`config.mk`:
```
export PLATFORM = sky130hd
export DESIGN_NAME = board_line_fetch
export DESIGN_NICKNAME = d
export VERILOG_FILES = /design/src/rtl/board_line_fetch.sv
export SDC_FILE = /design/constraint.sdc
export NUM_CORES = 1
export LEC_CHECK = 0
export BUFFER_PORTS_ARGS = -buffer_cell sky130_fd_sc_hd__buf_2
export CAP_MARGIN = 20
export CORE_UTILIZATION = 45
export DETAILED_ROUTE_END_ITERATION = 8
export PLACE_DENSITY = 0.75
export SYNTH_ARGS = -nofsm -noshare
export SYNTH_HDL_FRONTEND = slang
export SYNTH_SLANG_ARGS = --single-unit
```
`constraint.sdc`:
```
create_clock -name clk -period 2.75 [get_ports clk]
set_input_delay 0.275 -clock clk [delete_from_list [all_inputs] [get_ports clk]]
set_output_delay 0.275 -clock clk [all_outputs]
set_load 0.02 [all_outputs]
```
`src/rtl/board_line_fetch.sv`:
```
// -----------------------------------------------------------------------------
// board_line_fetch
//
// Purpose:
//   Prefetches the board row for the next scanline during horizontal blanking.
//   It makes one read request to a shared memory arbiter and places the
//   returned word in a shadow register. At the last pixel of the line the
//   shadow word is copied to currLine, so the pixel pipeline always sees a row
//   that stays constant for the whole scanline. A fetch that is still
//   outstanding at line end is aborted. In that case currLine is blanked and
//   fetch_miss pulses for one cycle.
//
//   The board covers 20 rows of 24 scanlines each, which is scanlines 0..479.
//   During vertical blanking no memory request is made. The shadow register is
//   simply zero-filled instead.
//
// Compile-time option:
//   BOARD_ROW_GAP_EN - when defined, the line swap loads 16'h0000 on the last
//                      scanline of every block row. This draws a one-scanline
//                      black gap between rows. The memory fetch still happens.
//
// Parameters:
//   BOARD_BASE - word address of board row 0
//   FETCH_H    - hcount that starts the next-line fetch (in horizontal blanking)
//   H_LAST     - last hcount of a line; the line swap happens here
//   V_LAST     - last vcount of a frame
//
// Ports:
//   clk        in   1   system clock, rising edge
//   reset      in   1   synchronous active-high reset
//   hcount     in  10   current pixel column
//   vcount     in  10   current scanline
//   mem_gnt    in   1   arbiter grant for mem_req
//   mem_data   in  16   read data, valid the cycle after the grant cycle
//   mem_req    out  1   memory read request
//   mem_addr   out 16   read word address
//   currLine   out 16   board row for the current scanline (bits 9:0 = cols 0..9)
//   fetch_miss out  1   one-cycle pulse when a fetch missed the line end
// -----------------------------------------------------------------------------
module board_line_fetch #(
  parameter logic [15:0] BOARD_BASE = 16'h0100,
  parameter logic [9:0]  FETCH_H    = 10'd650,
  parameter logic [9:0]  H_LAST     = 10'd799,
  parameter logic [9:0]  V_LAST     = 10'd524
) (
  input  logic        clk,
  input  logic        reset,
  input  logic [9:0]  hcount,
  input  logic [9:0]  vcount,
  input  logic        mem_gnt,
  input  logic [15:0] mem_data,
  output logic        mem_req,
  output logic [15:0] mem_addr,
  output logic [15:0] currLine,
  output logic        fetch_miss
);

  localparam logic [9:0] ROW_LINES    = 10'd24;
  localparam logic [9:0] ACTIVE_LINES = 10'd480;

  typedef enum logic [1:0] {
    IDLE = 2'd0,
    REQ  = 2'd1,
    DATA = 2'd2
  } state_t;

  state_t state;
  state_t state_next;

  // ---------------------------------------------------------------------------
  // Next-scanline geometry
  // ---------------------------------------------------------------------------
  logic [9:0] next_v;
  logic [9:0] row;
  logic       visible;
  logic       trigger;
  logic       line_end;
  logic       row_gap;

  assign next_v   = (vcount == V_LAST) ? 10'd0 : vcount + 10'd1;
  // The divisor is a constant, so this becomes a small fixed divider.
  assign row      = next_v / ROW_LINES;
  assign visible  = next_v < ACTIVE_LINES;
  assign trigger  = hcount == FETCH_H;
  assign line_end = hcount == H_LAST;

`ifdef BOARD_ROW_GAP_EN
  // The last scanline of each 24-line block row is shown black.
  assign row_gap = (next_v % ROW_LINES) == (ROW_LINES - 10'd1);
`else
  assign row_gap = 1'b0;
`endif

  // ---------------------------------------------------------------------------
  // FSM control
  // ---------------------------------------------------------------------------
  logic fetch_start;   // latch the address and start requesting
  logic blank_fill;    // vertical blanking: zero-fill the shadow without a fetch
  logic capture;       // read data is on mem_data this cycle
  logic abort;         // line ended with a fetch still in flight

  // NOTE: every signal assigned in this block gets a default value first.
  // Otherwise a path that does not assign it would infer a latch.
  always_comb begin
    state_next  = state;
    fetch_start = 1'b0;
    blank_fill  = 1'b0;
    capture     = 1'b0;
    abort       = 1'b0;
    mem_req     = 1'b0;

    unique case (state)
      IDLE: begin
        // A trigger can only be accepted here. The REQ and DATA states do not
        // look at it, so a trigger that arrives mid-fetch is dropped. The swap
        // takes priority if the two hcounts were ever configured to coincide.
        if (trigger && !line_end) begin
          if (visible) begin
            fetch_start = 1'b1;
            state_next  = REQ;
          end else begin
            blank_fill  = 1'b1;
          end
        end
      end

      REQ: begin
        mem_req = 1'b1;
        if (line_end) begin
          abort      = 1'b1;
          state_next = IDLE;
        end else if (mem_gnt) begin
          state_next = DATA;
        end
      end

      DATA: begin
        if (line_end) begin
          abort      = 1'b1;
          state_next = IDLE;
        end else begin
          capture    = 1'b1;
          state_next = IDLE;
        end
      end

      default: state_next = IDLE;
    endcase
  end

  // NOTE: sequential state uses non-blocking assignments, so every register
  // samples values from before the clock edge regardless of statement order.
  always_ff @(posedge clk) begin
    if (reset) begin
      state <= IDLE;
    end else begin
      state <= state_next;
    end
  end

  // ---------------------------------------------------------------------------
  // Datapath: address, shadow register, line swap and miss pulse
  // ---------------------------------------------------------------------------
  logic [15:0] shadow;
  logic        shadow_ok;
  logic [15:0] swap_value;

  // An abort, an empty shadow and a gap line all display as a blank row.
  assign swap_value = (shadow_ok && !row_gap && !abort) ? shadow : 16'h0000;

  always_ff @(posedge clk) begin
    if (reset) begin
      mem_addr   <= 16'h0000;
      shadow     <= 16'h0000;
      shadow_ok  <= 1'b0;
      currLine   <= 16'h0000;
      fetch_miss <= 1'b0;
    end else begin
      // This is high only for the cycle after an abort, so it forms a
      // one-cycle pulse.
      fetch_miss <= abort;

      // The address wraps modulo 2^16. It is held through REQ and keeps its
      // value until the next fetch starts.
      if (fetch_start) begin
        mem_addr <= BOARD_BASE + {6'd0, row};
      end

      if (capture) begin
        shadow    <= mem_data;
        shadow_ok <= 1'b1;
      end

      if (blank_fill) begin
        shadow    <= 16'h0000;
        shadow_ok <= 1'b1;
      end

      // capture and blank_fill never happen on the line_end cycle. That makes
      // this clear of shadow_ok unambiguous.
      if (line_end) begin
        currLine  <= swap_value;
        shadow_ok <= 1'b0;
      end
    end
  end

endmodule

```
==> impl_metrics.csv <==
group,metric,value,unit
die,dieArea,5483,sq um
placed_design,dp.cells,401,
critical_path,r2r_slack,0.73,ns
synthesis,netlist_area,2336,sq um
cells_and_area,fin_area,2744,sq um
grt,grt_max_degree,18,
sta,slew_headroom,57.67,%
pwr,ir_drop,0.2185,mV
routing,num_vias,2198,
grt,grt_pass1_wl,8493,um
routing,post_drt_wl_per_cell,12.79,um
routing,drcViolationCount,0,
synthesis,synth_edf_count,0,
cells_and_area,layout_common_cells,"63 x buf_2, 48 x nand2_1, 43 x dfxtp_1, 21 x a21oi_1",
cells_and_area,final.fill_count,460,
die,die_w,74.05,um
pwr,p_int,861.1,uW
min_path,holdPathEnd,"shadow[9]",
synthesis,ys.flop_type,"dfxtp_1",
critical_path,critPathLaunchType,"input port",
grt,antenna_found_initial,0,
synthesis,async_reset_ff_share,0,%
pwr,seq_power_share,53.6,%
pwr,sw_frac_of_total,25.87,%
critical_path,critical_path_arrival,2.55,ns
synthesis,synth_cell_types,61,
sta,fin_skew,0.008771,ns
sta,finalCritPeriodShare,84.67,%
min_path,hp-class,"in2reg",
placed_design,gp_congestion,0.9458,
critical_path,reg2reg_from,"state[0]",
clock_tree,cts_setup_buffers,0,
clock_tree,cts_buffers,5,
critical_path,path_cells,"buf_2, ha_1, nand4_1, or3_1, a211oi_2, mux2i_1, a32oi_1, nand3_1, o31a_1, o21ai_1",
pwr,p_switching,300.4,uW
sta,fmax,429.5,MHz
synthesis,synth_warnings,0,
grt,track_usage,19.65,%
clock_tree,clock-sinks,43,
cells_and_area,n_antenna_cell,0,
min_path,min_path_cells,3,
placed_design,placed_area,2659,sq um
routing,detail_route.iter0.violations,111,
sta,rsz0062_at_grt,"false",
clock_tree,htree_levels,2,
clock_tree,cts_buffer_depth,2,
critical_path,cp_data_required_time,2.97,ns
routing,drt-vias-per-instance,5.374,
synthesis,synthCells,279,
critical_path,worstSetupEndpointType,"flip-flop",
critical_path,r2r-end,"mem_addr[0]",
clock_tree,cts-hold-fix-buffers,0,
critical_path,worstPathMaxFanout,6,
min_path,min_from,"mem_data[9]",
placed_design,dpl.hpwl,4002,um
pwr,clockPowerShare,32.5,%
sta,worst_pin_slew,0.6350,ns
die,placementRows,25,
sta,fin_crit,2.328,ns
routing,dr.pass1.iters,4,
run,drv_cap,0,
synthesis,ys_seq_area_share,36.85,%
status,status,"complete, no violations",
synthesis,synth-seq-cells,43,
routing,finalWirelength,5231,um
pwr,p_comb_share,13.9,%
die,start_util,48.18,%
die,die_h,74.05,um
grt,grt-ovfl-total,0,
cells_and_area,final_nets,385,
cells_and_area,layout-drive-gt1-share,26.61,%
clock_tree,tritoncts,"yes",
cells_and_area,synthToLayoutAreaGrowth,17.46,%
pwr,powerDensity,423.3,nW/um^2
sta,final.setup.tns,0,ns
cells_and_area,final_common_cell,"buf_2",
critical_path,worst_path_largest_cell_delay,0.41,ns
critical_path,rr_worst_depth,10,
sta,hold_viol_final,0,
die,fp.coreArea,4848,sq um
clock_tree,cts-root-buf,"clkbuf_8",
clock_tree,clk_pin_slew,0.08,ns
die,ios,73,
synthesis,synth.avg_cell_area,8.373,sq um
sta,maxSlewViolCount,0,
sta,finalSetupViolations,0,
critical_path,crit_slowest_cell,"or3_1",
grt,grt_pass1_vias,1905,
pwr,power.leakage,0.001122,uW
routing,ant_nets,0,
cells_and_area,stdcell_count,409,
placed_design,io_buffers,63,
clock_tree,cts-resized-gates,0,
critical_path,crit_type,"in2reg",
cells_and_area,utilization,56.59,%
sta,whs,0.2159,ns
clock_tree,clock_latency,0.29,ns
area by class of cell:
class / count / area, sq um / share of cell area (%)
well taps: 67 / 83.83 / 3.055
clock inverters: 2 / 12.51 / 0.4560
inverters: 7 / 26.28 / 0.9576
multi-input cells: 213 / 1309 / 47.70
repair buffers: 71 / 379.1 / 13.82
clock buffers: 6 / 72.57 / 2.645
flip-flops and latches: 43 / 860.8 / 31.37
routing by layer:
layer | vias to the layer above | wire length (um) | track usage (%) | share of wire, %
met4 | 0 | 47 | 6.410 | 0.90
li1 | 1121 | - | - | -
met1 | 1006 | 2396 | 25.63 | 46
met5 | - | 0 | 0 | 0
met2 | 67 | 2497 | 32.83 | 48
met3 | 4 | 289 | 3.523 | 5.5
critical path, delay by kind of cell:
family	cells	cell delay, ns
muxes	1	0.18
and+or+nand+nor	3	0.75
AOI/OAI and AO/OA	4	1.00
adders and majority gates	1	0.21
buffers and inverters	1	0.13
through the flow:
stage,power (uW),setup WS [ns]
5_1_grt,1215,0.2330
3_3_place_gp,793.2,0.2320
4_1_cts,1173,0.4483
3_5_place_dp,796.9,0.1476
6_report,1162,0.4215
2_1_floorplan,756.0,0.3940
registers in the layout, summed over array words and instances (netlist names):
signal,flops
currLine,16
shadow,16
mem_addr,7
state,2
fetch_miss,1
shadow_ok,1
worst max path at each step:
stage	from	to	slack, ns	depth (start not counted)
after global routing	vcount[0]	mem_addr[0]	0.23	10
after CTS	vcount[0]	mem_addr[0]	0.45	11
after global placement	vcount[0]	mem_addr[0]	0.23	11
final	vcount[0]	mem_addr[0]	0.42	10
after floorplan	vcount[0]	mem_addr[0]	0.39	11
after detailed placement	vcount[0]	mem_addr[0]	0.15	11
Yosys cell counts (all sizes together), types with 5 or more instances:
cell type  instances  area (sq um)
nand2             49         186.4
nand3              7         35.03
buf               12         93.84
a21oi             21         105.1
a211oi             7         62.56
nor3               7         35.03
dfxtp             43         860.8
o21ai             11         55.05
a22o              16         140.1
ha                 5         62.56
xnor2              5         43.79
clkbuf            11         63.82
nor2              16         60.06
inv                7         26.28
logic make-up after synthesis:
family,after synthesis,synth area share [%]
flip-flops,43,36.85
other,1,0.1605
AND/OR/NAND/NOR,107,22.93
buffers and inverters,31,8.410
multiplexers,2,0.8570
XOR/XNOR,8,3.000
AO/OA/AOI/OAI,82,25.12
adder cells (fa/ha/maj),5,2.678
power groups by stage:
stage | combinational [uW] | sequential, uW | clock (uW)
CTS | 160 | 623 | 390
global route | 178 | 623 | 414
finish | 162 | 623 | 377
floorplan | 119 | 637 | 0
global placement | 156 | 637 | 0
detailed placement | 159 | 637 | 0
No activity file was read; power rests on OpenSTA's default activity.
